**src/rtl/uart_rx_nbytes.sv**
```systemverilog
// uart_rx_nbytes: 8N1 UART receiver, oversampled, LSB first.
// Packs Nbytes consecutive frames into one word; pulses on completion.
module uart_rx_nbytes #(
    parameter int Nbytes     = 1,
    parameter int OVERSAMPLE = 16
) (
    input  logic                  clk,
    input  logic                  rst_n,
    input  logic                  rx_en,
    input  logic                  rx_lane,
    output logic [Nbytes*8-1:0]   rx_data,
    output logic                  rx_valid,
    output logic                  rx_frame_err,
    output logic                  rx_busy
);

    localparam int TW = $clog2(OVERSAMPLE);
    localparam int BW = (Nbytes > 1) ? $clog2(Nbytes) : 1;
    localparam logic [TW-1:0] TICK_HALF = TW'(OVERSAMPLE / 2 - 1);
    localparam logic [TW-1:0] TICK_LAST = TW'(OVERSAMPLE - 1);
    localparam logic [BW-1:0] BYTE_LAST = BW'(Nbytes - 1);

    typedef enum logic [2:0] {
        S_IDLE,
        S_START,
        S_DATA,
        S_STOP,
        S_BREAK
    } state_t;

    state_t               state;
    state_t               state_n;
    logic [1:0]           sync;
    logic                 line;
    logic [TW-1:0]        tick;
    logic [2:0]           bit_idx;
    logic [BW-1:0]        byte_idx;
    logic [7:0]           shreg;
    logic [Nbytes*8-1:0]  word_buf;
    logic [Nbytes*8-1:0]  word_n;
    logic                 tick_half;
    logic                 tick_last;
    logic                 data_smp;
    logic                 stop_ok;
    logic                 stop_bad;

    assign line      = sync[1];
    assign tick_half = (tick == TICK_HALF);
    assign tick_last = (tick == TICK_LAST);

    // Two-flop synchronizer; idles high so reset looks like a quiet line.
    always_ff @(posedge clk or negedge rst_n) begin
        if (!rst_n) sync <= 2'b11;
        else        sync <= {sync[0], rx_lane};
    end

    // State register.
    always_ff @(posedge clk or negedge rst_n) begin
        if (!rst_n) state <= S_IDLE;
        else        state <= state_n;
    end

    // Next-state logic; nothing moves without a tick.
    always_comb begin
        state_n = state;
        if (rx_en) begin
            unique case (state)
                S_IDLE:  if (!line) state_n = S_START;
                S_START: if (tick_half) state_n = line ? S_IDLE : S_DATA;
                S_DATA:  if (tick_last && bit_idx == 3'd7) state_n = S_STOP;
                S_STOP:  if (tick_last) state_n = line ? S_IDLE : S_BREAK;
                S_BREAK: if (line) state_n = S_IDLE;
                default: state_n = S_IDLE;
            endcase
        end
    end

    // Output and sample-event decode, plus the word with the new byte merged.
    always_comb begin
        rx_busy  = (state != S_IDLE);
        data_smp = rx_en && (state == S_DATA) && tick_last;
        stop_ok  = rx_en && (state == S_STOP) && tick_last && line;
        stop_bad = rx_en && (state == S_STOP) && tick_last && !line;
        word_n   = word_buf;
        for (int k = 0; k < Nbytes; k++) begin
            if (byte_idx == BW'(k)) word_n[k*8 +: 8] = shreg;
        end
    end

    // Tick and bit counters; tick restarts on every transition and bit centre.
    always_ff @(posedge clk or negedge rst_n) begin
        if (!rst_n) begin
            tick    <= '0;
            bit_idx <= '0;
        end else if (rx_en) begin
            if (state_n != state || tick_last)
                tick <= '0;
            else if (state == S_IDLE || state == S_BREAK)
                tick <= '0;
            else
                tick <= tick + 1'b1;
            if (state == S_START && state_n == S_DATA)
                bit_idx <= '0;
            else if (data_smp)
                bit_idx <= bit_idx + 3'd1;
        end
    end

    // Shift in data, collect bytes, publish full words and error pulses.
    always_ff @(posedge clk or negedge rst_n) begin
        if (!rst_n) begin
            shreg        <= '0;
            byte_idx     <= '0;
            word_buf     <= '0;
            rx_data      <= '0;
            rx_valid     <= 1'b0;
            rx_frame_err <= 1'b0;
        end else begin
            rx_valid     <= 1'b0;
            rx_frame_err <= 1'b0;
            if (data_smp) shreg <= {line, shreg[7:1]};
            if (stop_ok) begin
                word_buf <= word_n;
                if (byte_idx == BYTE_LAST) begin
                    rx_data  <= word_n;
                    rx_valid <= 1'b1;
                    byte_idx <= '0;
                end else begin
                    byte_idx <= byte_idx + 1'b1;
                end
            end
            if (stop_bad) begin
                rx_frame_err <= 1'b1;
                byte_idx     <= '0;
                word_buf     <= '0;
            end
        end
    end

endmodule

```
**config.mk**
```make
export PLATFORM = sky130hd
export DESIGN_NAME = uart_rx_nbytes
export DESIGN_NICKNAME = d
export VERILOG_FILES = /design/src/rtl/uart_rx_nbytes.sv
export SDC_FILE = /design/constraint.sdc
export NUM_CORES = 1
export LEC_CHECK = 0
export CAP_MARGIN = 0
export CORE_MARGIN = 4
export CORE_UTILIZATION = 55
export CTS_CLUSTER_DIAMETER = 50
export DETAILED_ROUTE_END_ITERATION = 7
export DONT_BUFFER_PORTS = 1
export PLACE_DENSITY = 0.8
export REMOVE_ABC_BUFFERS = 1
export SYNTH_ARGS = -nofsm -noshare
export SYNTH_HDL_FRONTEND = slang
export SYNTH_SLANG_ARGS = --single-unit
```
**constraint.sdc**
```tcl
create_clock -name clk -period 1.46 [get_ports clk]
set_input_delay 0.292 -clock clk [delete_from_list [all_inputs] [get_ports clk]]
set_output_delay 0.292 -clock clk [all_outputs]
set_load 0.1 [all_outputs]
```
# After elaboration in Yosys (flattened, before gate mapping)
# Index checks and enable logic that the tools add are counted.
[totals]
output_inout_bits = 11
wordCells = 62
reg_bits = 39
[op_classes]
n_bitwise = 1
add_sub_neg = 3
n_eq_ne = 9
n_mux = 22
reduce_logical = 17
[op_table]
columns = ["operator", "n"]
rows = [
  ["2-to-1 mux 3 bit", 9],
  ["2-to-1 mux 8 bit", 3],
  ["case mux 3 bit (5 select lines)", 1],
  ["== test 3 x 2 -> 1 bit (second input constant)", 3],
  ["logical AND 1 bit", 8],
  ["2-to-1 mux 4 bit", 2],
  ["== test 3 bit (second input constant)", 2],
  ["2-to-1 mux 1 bit", 6],
  ["adder 4 x 1 -> 4 bit (second input constant)", 1],
  ["== test 4 x 3 -> 1 bit (second input constant)", 1],
  ["== test 4 bit (second input constant)", 1],
  ["AND reduction 2 bit", 2],
  ["nonzero test 2 bit", 2],
  ["adder 3 x 1 -> 3 bit (second input constant)", 1],
  ["== test 3 x 1 -> 1 bit (second input constant)", 1],
  ["logical NOT 3 bit", 1],
  ["inequality test 3 bit", 1],
  ["nonzero test 3 bit", 1],
  ["logical OR 1 bit", 2],
  ["2-to-1 mux 2 bit", 1],
  ["adder 1 bit (second input constant)", 1],
  ["logical NOT 1 bit", 1],
  ["NOT 1 bit", 1],
]

# Depth between registers and ports, before layout
[depth]
depth_word = 9
mapped_depth = 5
ltp_nobuf = 5

# Worst setup path after synthesis
# OpenSTA, ideal clock, no wires.
[synth_timing]
path_kind = "reg-to-output"
from = "register state[0]"
to = "output port rx_busy"
arrival_ns = 1.285
t_required_ns = 1.168
setup_slack_ns = -0.117
path_stages_with_launch = 3
path_cell_list = "dfrtp_1 > buf_4 > or3_1"
[synth_between]
elab_chain_len = 1
[synth_rtl]
columns = ["item", "line", "rtl"]
rows = [
  ["start, declared", "31", "state_t state;"],
  ["start signal, assigned", "60", "else state <= state_n;"],
  ["nonzero test 3 bit", "80", "rx_busy = (state != S_IDLE);"],
  ["end, declared", "14", "output logic rx_busy"],
]
# No other way between the ends.

# Worst setup path after layout
# Ends and elaborated chain as after synthesis.

==> reports/qor.yml <==
final_layout:
  insertedDiodeCount: 0
  fin_cells: 173
  fill_cells: 167
  syn2layout_area_growth_pct: 29.8
  layout.nets: 149
  drive_gt1_frac: 0.490
  utilization: 0.746
floorplan:
  rows: 18
  die-height_um: 58.7
  die_w_um: 58.7
  io_pins: 15
  initial_utilization: 0.575
  coreArea_mm2: 0.00245
  die_area_mm2: 0.00344
pwr:
  switching_power_uw: 917
  power.total_uw: 2770
  power_density_mw_per_mm2: 1510
  p_clk_frac: 0.244
  power.internal_uw: 1860
  power.share.switching: 0.331
  leakage_uw: 0.000858
  p_comb_frac: 0.367
  ir_drop_mv: 1.24
  seq_power_share: 0.389
global_route:
  grt_pass1_wl_mm: 4.73
  antenna_found_initial: 0
  grt-ovfl-total: 0
  grt_pass1_vias: 1029
  grtUsageTotal: 0.187
  grt_max_degree: 31
synthesis:
  synth.area.top_cells: "dfrtp_1 50%, mux2_2 13%, dfstp_2 3.7%"
  synth_area_mm2: 0.00141
  synth_warnings: 0
  avgSynthCellArea_um2: 12.6
  post-synth-top-area-fraction: 0.496
  synth-edff-count: 0
  netlist.top_cell.by_area: "dfrtp_1"
  postSynthCellCount: 112
  synth-seq-area-share: 0.534
  synth_top_flop_cell: "dfrtp_1"
  synth_most_common_cell: "dfrtp_1"
  async_flop_share: 1.00
  synth_seq_cells: 30
  ys_types: 37
  synth_common_cells: "28 x dfrtp_1, 16 x mux2_2, 6 x inv_1"
worst_setup_path:
  crit_arrival_ps: 1290
  cp.required_ps: 1170
  worst-setup-path-type: "flop to output port"
  cpPeakStageDelay_ps: 410
  critPathMaxFanout: 2
  cp-start-kind: "flop"
  slowest_stage: "dfrtp_2"
  cp-end-kind: "output port"
  path_cells: "or3_4 > buf_12"
sta:
  slew_violations: 0
  tightest_slew_ps: 291
  worst_slack_ps: -124
  hold_viol: 0
  fin_crit_sh: 1.09
  rsz0062_at_grt: "yes"
  slew-limit-headroom: 0.806
  max_freq_mhz: 631
  fin_tns_setup_ps: -464
  finalClockSkew_ps: 9.84
  finalSetupViolations: 11
  fin_crit_ps: 1580
  holdWs_ps: 73.7
outcome:
  status: "finished with violations"
  violations: "setup timing"
hold_path:
  hold_class: "input port to flop"
clocking:
  clock_sinks: 30
  clk_pin_slew_worst_paths_ps: 90
  cts_buffers: 5
  clockBufferDepth: 2
  clock_latency_ps: 320
  htreeDepth: 2
  cts_root_buf: "clkbuf_4"
  cts_tree: "done"
routing:
  dr.pass1.iters: 4
  vias_per_cell: 5.80
  drc: 0
  wl_per_cell_um: 16.4
  wl_mm: 2.84
  dr_total_vias: 1003
  ant_nets: 0
  drt_iter0_markers: 28
placement:
  gp_congestion: 0.842
  dp.cells: 155
  place_hpwl_mm: 1.86
  port_buffers: 0
run:
  max_cap_viol_count: 0
[state kept, by name, summed over array words and instances, names as in the netlist]
register,flops
rx_valid,1
bit_idx,3
tick,4
state,3
rx_frame_err,1
rx_data,8
sync,2
shreg,8
[metrics by stage]
step / cell area [µm²] / worst slack (ps)
after floorplan: 1360 / -363
after global placement: 1610 / 25.8
after detailed placement: 1610 / 2.93
after CTS: 1780 / -133
after global routing: 1830 / -162
final: 1830 / -124
[routing by layer]
| metal | share of wire | track usage | vias to the layer above |
|---|---|---|---|
| met5 | 0 | 0 | - |
| met4 | 0.014 | 0.0680 | 0 |
| met3 | 0.035 | 0.0482 | 5 |
| met2 | 0.53 | 0.330 | 13 |
| met1 | 0.42 | 0.217 | 509 |
| li1 | - | - | 476 |
[placed cells by master (no fill, tap or decap), types with 3 or more instances in the layout]
master / instances
buf_4: 19
o22ai_1: 4
dfrtp_2: 3
buf_6: 3
mux2_2: 15
inv_1: 6
dfrtp_1: 25
buf_12: 6
mux2i_1: 3
o211ai_1: 3
nand4b_1: 3
nand2_1: 4
clkbuf_4: 5
[cell type report]
type | count | area [µm²] | share of cell area
clock buffer | 7 | 55.1 | 0.0301
inverter | 6 | 22.5 | 0.0123
sequential | 30 | 757 | 0.413
clock inverter | 1 | 30.0 | 0.0164
tap | 30 | 37.5 | 0.0205
timing repair buffer | 30 | 317 | 0.173
multi-input combinational | 69 | 613 | 0.335
[critical path, delay by kind of cell (launching register included)]
kind                   cells  cell delay [ps]
buffers and inverters      1              170
DFF                        1              410
and+or+nand+nor            1              390
[cells by family (layout without fill, tap and decap cells)]
logic type,count (synthesis),after routing,synth area share
and+or+nand+nor,25,25,0.133
DFF,30,30,0.534
muxes,19,19,0.149
buffers and inverters,13,44,0.0496
AOI/OAI and AO/OA,22,22,0.108
adders and majority gates,3,3,0.0266
[power groups by stage]
| stage | clock, µW | combinational, µW | sequential [µW] |
|---|---|---|---|
| final | 677 | 1020 | 1080 |
| after global routing | 738 | 1120 | 1100 |
| after CTS | 695 | 958 | 1070 |
| after detailed placement | 0 | 810 | 1130 |
| after global placement | 0 | 782 | 1110 |
| after floorplan | 0 | 446 | 1200 |
[final timing paths]
check	start	endpoint	slack, ps	depth (start not counted)
min in group asynchronous	rst_n	rx_data[3]	400	2
max reg2reg	state[2]	shreg[6]	-50	5
min reg2reg	sync[0]	sync[1]	360	0
min	rx_en	tick[1]	70	1
max in group asynchronous	rst_n	sync[1]	810	2
max	state[0]	rx_busy	-120	2
[timing repair]
action	in CTS	in global routing
endpoints found under the setup margin	11	25
buffers inserted	4	3
gates resized for setup	8	7
hold endpoints to repair	31	0
hold buffers	3	0
pin swaps	2	3
(Power assumes the default switching activity.)
